## config.mk

```make
export PLATFORM = sky130hd
export DESIGN_NAME = puf_hd_scheduler
export DESIGN_NICKNAME = d
export VERILOG_FILES = /design/src/rtl/puf_hd_scheduler.sv
export SDC_FILE = /design/constraint.sdc
export NUM_CORES = 2
export LEC_CHECK = 0
export CORE_AREA = 4 4 515 517
export DETAILED_ROUTE_END_ITERATION = 16
export DIE_AREA = 0 0 519 521
export SLEW_MARGIN = 20
export SYNTH_ARGS = -nofsm -noshare
export SYNTH_HDL_FRONTEND = slang
export SYNTH_SLANG_ARGS = --single-unit
```

## constraint.sdc

```tcl
create_clock -name clk -period 12.7 [get_ports clk]
set_clock_uncertainty 0.1 [all_clocks]
set_input_delay 1.905 -clock clk [delete_from_list [all_inputs] [get_ports clk]]
set_output_delay 1.905 -clock clk [all_outputs]
set_load 0.01 [all_outputs]
```

## src/rtl/puf_hd_scheduler.sv

```systemverilog
// puf_hd_scheduler: sweeps A x B windows of a PUF response bank, streaming per-pair Hamming distances and their total.
module puf_hd_scheduler #(
  parameter int WIDTH = 128,
  parameter int DEPTH = 16,
  parameter int CHUNK = 32
) (
  input  logic                                          clk,
  input  logic                                          rst,
  input  logic                                          wr_en,
  input  logic [$clog2(DEPTH)-1:0]                      wr_addr,
  input  logic [WIDTH-1:0]                              wr_data,
  input  logic                                          start,
  input  logic [$clog2(DEPTH)-1:0]                      base_a,
  input  logic [$clog2(DEPTH):0]                        cnt_a,
  input  logic [$clog2(DEPTH)-1:0]                      base_b,
  input  logic [$clog2(DEPTH):0]                        cnt_b,
  output logic                                          busy,
  output logic                                          pair_valid,
  input  logic                                          pair_ready,
  output logic [$clog2(DEPTH)-1:0]                      pair_ia,
  output logic [$clog2(DEPTH)-1:0]                      pair_ib,
  output logic [$clog2(WIDTH+1)-1:0]                    pair_hd,
  output logic                                          done,
  output logic [$clog2(WIDTH+1)+2*$clog2(DEPTH)-1:0]    total_hd,
  output logic [2*$clog2(DEPTH):0]                      pair_cnt
);
  localparam int AW  = $clog2(DEPTH);
  localparam int HW  = $clog2(WIDTH + 1);
  localparam int TW  = HW + 2 * AW;
  localparam int PW  = 2 * AW + 1;
  localparam int NCH = WIDTH / CHUNK;
  localparam int KW  = (NCH > 1) ? $clog2(NCH) : 1;
  localparam logic [AW:0] ONE = 1;
  localparam logic [2:0] IDLE = 3'd0, LOAD = 3'd1, COUNT = 3'd2, EMIT = 3'd3, FIN = 3'd4;
  logic [2:0]       state;
  logic [WIDTH-1:0] mem [DEPTH];
  logic [WIDTH-1:0] xr;
  logic [AW-1:0]    ba, bb, ia_n, ib_n;
  logic [AW:0]      ca, cb, i, j;
  logic [KW-1:0]    k;
  logic             last_j, last;
  function automatic logic [HW-1:0] pc(input logic [CHUNK-1:0] v);
    pc = '0;
    for (int n = 0; n < CHUNK; n++) pc = pc + HW'(v[n]);
  endfunction
  assign ia_n       = ba + i[AW-1:0];
  assign ib_n       = bb + j[AW-1:0];
  assign last_j     = j == cb - ONE;
  assign last       = last_j && i == ca - ONE;
  assign busy       = state == LOAD || state == COUNT || state == EMIT;
  assign pair_valid = state == EMIT;
  assign done       = state == FIN;
  always_ff @(posedge clk)
    if (wr_en && !busy) mem[wr_addr] <= wr_data;
  always_ff @(posedge clk) begin
    if (rst) begin
      state    <= IDLE;
      pair_ia  <= '0;
      pair_ib  <= '0;
      pair_hd  <= '0;
      total_hd <= '0;
      pair_cnt <= '0;
      i        <= '0;
      j        <= '0;
      k        <= '0;
    end else begin
      case (state)
        IDLE: if (start) begin
          ba       <= base_a;
          ca       <= cnt_a;
          bb       <= base_b;
          cb       <= cnt_b;
          total_hd <= '0;
          pair_cnt <= '0;
          i        <= '0;
          j        <= '0;
          state    <= (cnt_a == '0 || cnt_b == '0) ? FIN : LOAD;
        end
        LOAD: begin
          xr      <= mem[ia_n] ^ mem[ib_n];
          pair_ia <= ia_n;
          pair_ib <= ib_n;
          pair_hd <= '0;
          k       <= '0;
          state   <= COUNT;
        end
        COUNT: begin
          pair_hd <= pair_hd + pc(xr[k*CHUNK +: CHUNK]);
          k       <= k + KW'(1);
          state   <= (k == KW'(NCH - 1)) ? EMIT : COUNT;
        end
        EMIT: if (pair_ready) begin
          total_hd <= total_hd + TW'(pair_hd);
          pair_cnt <= pair_cnt + PW'(1);
          j        <= last_j ? '0 : j + ONE;
          i        <= last_j ? i + ONE : i;
          state    <= last ? FIN : LOAD;
        end
        FIN:     state <= IDLE;
        default: state <= IDLE;
      endcase
    end
  end
endmodule

```

# Word-level counts from Yosys, hierarchy flattened
# Memory sizes are Yosys's and may differ from the RTL's.
# Index checks and enable logic that the tools add are counted.
[word_totals]
register_bits = 202
latch_bits = 0
ramBits = 2048
mem_bits_ro = 0
in_bits = 155
output_inout_bits = 44
word_cells = 108
memories = 1
[memory_table]
columns = ["memory", "depth", "width", "read_ports", "rd_clocked_by_memory_dff", "write_ports", "line", "source"]
rows = [
  ["mem", 16, 128, 2, 0, 1, "36", "logic [WIDTH-1:0] mem [DEPTH];"],
]
[classes]
n_addsub = 41
n_mul = 0
n_div = 0
magnitude_cmp = 0
n_eq_ne = 10
shifts = 1
muxes = 23
bitwise_logic = 2
n_reduce_logical = 16
[ops]
columns = ["op", "n"]
rows = [
  ["8-bit by 1-bit adder with 8-bit output", 24],
  ["128-bit by 8-bit indexed part select with 32-bit output", 1],
  ["128-bit XOR", 1],
  ["16-bit two-way mux", 2],
  ["16-bit case mux with 2 select lines", 1],
  ["5-bit two-way mux", 5],
  ["5-bit case mux with 2 select lines", 2],
  ["9-bit two-way mux", 2],
  ["9-bit case mux with 2 select lines", 1],
  ["16-bit by 8-bit adder with 16-bit output", 1],
  ["8-bit case mux with 2 select lines", 1],
  ["3-bit two-way mux", 4],
  ["3-bit case mux with 4 select lines", 1],
  ["5-bit by 1-bit adder with 5-bit output, second input constant", 2],
  ["5-bit == test", 2],
  ["5-bit logical NOT", 2],
  ["5-bit by 1-bit subtractor with 5-bit output, second input constant", 2],
  ["9-bit by 1-bit adder with 9-bit output, second input constant", 1],
  ["4-bit adder", 2],
  ["7-bit by 1-bit adder with 8-bit output", 1],
  ["8-bit adder", 1],
  ["6-bit by 1-bit adder with 7-bit output", 1],
  ["5-bit by 1-bit adder with 6-bit output", 1],
  ["3-bit by 2-bit == test with 1-bit output, second input constant", 2],
  ["21 further kinds", 30],
]

# Depth between registers and ports, before layout
[depth]
depth_word = 34
ltp_mapped = 21

# Worst setup path after synthesis
# Ideal clock, no wire load.
[synth_path]
path_type = "in2reg"
start = "input port wr_addr[1]"
end = "memory mem[0][0], enable pin"
setup_time_ps = 774
arrival_ps = 10981
required_time_ps = 11826
path_slack_ps = 845
stages = 2
n_path_buf = 0
path_cell_list = "or3_1 -> nor3_1"
[synth_rtl]
columns = ["element", "line", "source"]
rows = [
  ["start, declared", "10", "input logic [$clog2(DEPTH)-1:0] wr_addr,"],
  ["end, declared", "36", ""],
]
# No word-level cell before the write port.

# Worst setup path in the final report
[layout_path]
start = "register k[0]"
end = "register pair_hd[6]"
[layout_via]
elab_chain_len = 34
[layout_rtl]
columns = ["element", "line", "source"]
rows = [
  ["start, declared", "40", "logic [KW-1:0] k;"],
  ["start signal, assigned", "89", "k <= k + KW'(1);"],
  ["128-bit by 8-bit indexed part select with 32-bit output (*)", "88", "pair_hd <= pair_hd + pc(xr[k*CHUNK +: CHUNK]);"],
  ["1-bit by 1-bit adder with 2-bit output", "44", "for (int n = 0; n < CHUNK; n++) pc = pc + HW'(v[n]);"],
  ["2-bit by 1-bit adder with 3-bit output", "44", ""],
  ["3-bit by 1-bit adder with 4-bit output", "44", ""],
  ["4-bit by 1-bit adder with 5-bit output", "44", ""],
  ["5-bit by 1-bit adder with 6-bit output", "44", ""],
  ["6-bit by 1-bit adder with 7-bit output", "44", ""],
  ["7-bit by 1-bit adder with 8-bit output", "44", ""],
  ["8-bit by 1-bit adder with 8-bit output (23 in series)", "44", ""],
  ["8-bit by 1-bit adder with 8-bit output (*)", "44", ""],
  ["8-bit adder (*)", "88", ""],
  ["8-bit case mux with 2 select lines (*)", "67", "case (state)"],
  ["end signal, assigned", "88", ""],
  ["end, declared", "22", "output logic [$clog2(WIDTH+1)-1:0] pair_hd,"],
]
# Every way passes the cells marked *; elsewhere a longest branch is shown, timed or not.
# A chain may end at the register's enable or synchronous reset.

==> results <==
- The run finished with clean final reports.
- The number of hold violations in the final report came to 0.
- The placeable core region is 0.2611 mm2.
- Counting stages on the worst path, the most repeated cell is fa_1.
- The weighted congestion reported at the end of routability-driven placement is 0.8072.
- The number of fill cells in the layout is 22,240.
- The TritonCTS sink count is 2,250.
- The routed wirelength normalized by instance count is 31.24 um.
- The global route total overflow is 0.
- The category of the critical setup timing path is flop to flop.
- The mapped netlist covers 0.1039 mm2.
- The maximum fanout count along the critical path is 35.
- The most numerous cell in the Yosys netlist is edfxtp_1.
- The total length of routed wires is 291,900 um.
- The required time reported for the critical path endpoint is 13,380 ps.
- IR analysis of the VDD net gives a maximum drop of 0.0001587 V.
- In this run, post-CTS repair resized a total of 0 instances.
- The largest individual stage delay along the critical path comes from the cell mux4_2.
- Setup total negative slack on the finished layout was measured at 0 ps.
- The number of antenna violations at the first check in global routing is 60.
- In this run the clock root is driven by a clkbuf_16.
- The clock network latency to the later pin of the worst-skew pair is 900 ps.
- The synthesized netlist cell count is 5,539.
- The finished layout holds 9,345 standard cells, fillers aside.
- The CTS H-tree depth is 4.
- For this run, the total global-route usage over all layers was measured as 21.40%.
- Entering global routing, the biggest net connects 110 pins.
- After clock tree synthesis, the clock-pin slew on the worst setup and hold paths is 60 ps.
- The area occupied by multi-input gates is 0.03516 mm2.
- The worst min-delay path category is flop to flop.
- Counting flops and latches in the post-synthesis netlist gives 2,250.
- For this run, the leading register cell type out of synthesis is edfxtp_1.
- The worst register-to-register path has a depth of 20.
- The post-detailed-route count of antenna-violating nets is 0.
- During synthesis, Yosys emitted a total of 0 warnings.
- The first-pass GRT wire length is 423,100 um.
- Summed over all cells, the static leakage comes to 36.94 nW.
- Setup repair after global routing left no endpoint under its margin.
- The TritonCTS clock tree is yes.
- The detailed-router iteration count before antenna repair is 5.
- After detailed routing, the number of vias per cell comes to 6.121.
- In the post-synthesis netlist, the biggest area contributors are edfxtp_1 63%, mux4_2 23%, a31oi_1 1.5%, nand2_1 1.5%, xor2_1 1.2%.
- The count of buffers added on input and output ports is 198.
- In this run the post-CTS setup repair buffer count came out at 0.
- For this block, the initial DRC count from the detailed router was 5,426.
- Traced cell by cell, the critical path runs through buf_4 -> mux4_2 -> fa_1 -> inv_1 -> fa_1 -> inv_1 -> fa_1 -> fa_1 -> inv_1 -> fa_1 -> fa_1 -> fa_1 -> fa_1 -> nor2b_1 -> o21ai_0 -> nand2b_1 -> a21o_1 -> a21oi_1 -> xor2_1 -> o31ai_1.
- In the synthesized netlist the async set-or-reset flop fraction comes to 0%.
- The proportion of synthesized chip area in sequential cells is 64.50%.
- The fraction of layout cells with a size suffix above 1 is 26.41%.
- The startpoint identified for the worst hold timing path is pair_ia[1]$_SDFFE_PP0P_.
- After synthesis, the most frequently instantiated cells are 2,194 x edfxtp_1, 1,056 x mux4_2, 409 x nand2_1.
- The horizontal die dimension is 519 um.
- The critical path capture point type is a flop.
- The critical path startpoint category is a flop.
- The area fraction of the dominant cell type after synthesis is 63.42%.
- The area growth from synthesis to layout is 13.08%.
- Setup slack closes at 6028 ps.
- The max-capacitance violation count is 0.
- Setup slack on the worst reg-to-reg path comes out at 6030 ps.
- The area occupied by registers is 0.06701 mm2.
- For the pin with the worst max-slew slack, the measured transition is 1140 ps.
- The number of global-route vias before repair is 59,560.
- For this design the top-level I/O count stands at 199.
- The cell depth of the worst hold path is 2.
- The end point of the most critical hold path is pair_ia[1]$_SDFFE_PP0P_.
- The starting density of the core is 39.79%.
- The arrival time of the worst setup path is 7350 ps.
- A synthesized cell averages 18.76 um2.
- The net total in the final layout is 5,917.
- The worst setup timing slack at the placement stage is 6058 ps.
- The clock tree buffer depth is 3.
- The count of flip-flops with a built-in enable after synthesis is 2,194.
- The number of core rows is 188.
- After detailed routing, the number of remaining DRC violations is 0.
- The reg-to-reg critical path startpoint is k[0]$_SDFFE_PP0P_.
- The synthesized netlist contains 53 unique library cells.
- The power density of the placed cells is 144.9 mW/mm2.
- The number of placed instances, taps included, is 8,878.
- The ratio of final minimum period to clock period is 52.54%.
- The routed layout has 57,200 vias.
- In this design, the stage delay of the slowest critical-path cell is 610 ps.
- The die area is 0.2704 mm2.
- The placed wire-length estimate is 161,600 um.
- Hold repair after CTS inserted 0 buffers.
- The max-slew violation count is 0.
- The biggest area contributor in the post-synthesis netlist is edfxtp_1.
- The synthesized net count is 5,758.
- Timing would allow up to 149.9 MHz.
- The headroom to the max-slew limit is 23.77%.
- The setup-violating endpoint count in the final report is 0.
- The die boundary height is 521 um.
- The capture point of the worst reg-to-reg path is pair_hd[6]$_SDFFE_PP0P_.
- For the finished layout, the period the worst path requires is 6672 ps.
- Clock tree synthesis inserted a total of 238 buffers.
[how the worst max path moves through the flow]
stage / from / endpoint / cells past startpoint / slack, ps
floorplan: wr_addr[1] / mem[0][0]$_DFFE_PP_ / 2 / 850
global placement: k[0]$_SDFFE_PP0P_ / pair_hd[6]$_SDFFE_PP0P_ / 20 / 6020
detailed placement: k[0]$_SDFFE_PP0P_ / pair_hd[6]$_SDFFE_PP0P_ / 20 / 6060
CTS: k[0]$_SDFFE_PP0P_ / pair_hd[6]$_SDFFE_PP0P_ / 20 / 6000
global route: k[0]$_SDFFE_PP0P_ / pair_hd[6]$_SDFFE_PP0P_ / 20 / 5730
finish: k[0]$_SDFFE_PP0P_ / pair_hd[6]$_SDFFE_PP0P_ / 20 / 6030
[metrics by stage]
step           hold slack [ps]  power [mW]  util, %  cell area (um2)
6_report                 360.4       17.02    44.99           117500
5_1_grt                  372.2       17.66    44.97           117400
4_1_cts                  363.2       17.17    44.97           117400
3_5_place_dp             354.4       10.44    42.09           109900
3_3_place_gp             343.5       10.44    42.09           109900
2_1_floorplan            380.5       9.755        -           103900
[state kept, by name (all words and copies together), names as in the netlist]
signal and count:
ba 4, bb 4, ca 5, cb 5, i 5, j 5, k 2, mem 2048
pair_cnt 9, pair_hd 8, pair_ia 4, pair_ib 4, state 3, total_hd 16, xr 128
[placed cells by master, fill, tap and decap left out, types with 6 or more instances in the layout]
master and instances:
clkbuf_16 239, xor2_1 145, diode_2 23, inv_1 44, dfxtp_1 54, o21ai_1 101
bufinv_16 14, clkbuf_1 67, a22oi_1 11, nand3_1 13, fa_1 27, nand4_1 10
clkinv_1 50, a31oi_1 257, o21ai_0 39, a21o_1 7, nand2b_1 14, nor2_4 13
nor2_1 183, mux2i_1 128, and2_1 132, ha_1 33, nand2_1 409, buf_4 115
a21oi_1 24, xnor2_1 24, mux4_2 1056, edfxtp_1 2194, nor3_1 12, clkinv_2 47
a211oi_1 132, clkinv_16 6, clkdlybuf4s50_1 197, buf_12 22
[report_power, final]
group	switching, mW	internal [mW]	leakage, nW
clock	2.96	3.78	3.68
combinational	1.15	0.799	13.0
sequential	0.0504	8.28	20.3
total	4.16	12.9	36.9
[cell type report]
class,instances,share of cell area [%]
multi-input cells,2829,29.93
clock inverters,133,1.042
inverters,44,0.1406
flip-flops and latches,2250,57.04
diodes,23,0.04900
repair buffers,335,2.793
clock buffers,311,5.364
well taps,3420,3.643
[per-layer routing]
layer / GRT usage (%) / wire length, um / up-vias
met5: 0 / 134 / -
li1: - / - / 23480
met3: 3.861 / 20530 / 464
met1: 28.95 / 119100 / 31040
met2: 35.89 / 144800 / 2195
met4: 5.757 / 7376 / 24
[critical path, delay by kind of cell (launching register included)]
kind / cells / cell delay (ps)
flip-flops: 1 / 310
XOR/XNOR: 1 / 150
multiplexers: 1 / 610
AND/OR/NAND/NOR: 2 / 250
AO/OA/AOI/OAI: 4 / 480
adder cells (fa/ha/maj): 8 / 3970
buffers and inverters: 4 / 700
[cells by family after synthesis]
logic type	after synthesis	share of synthesized area, %
buf+inv	460	1.879
fa+ha+maj	64	0.9804
mux	1184	24.13
compound gates	588	3.572
xor+xnor	174	1.474
flops	2250	64.50
simple gates	819	3.470
Power figures use the tool's default switching activity.
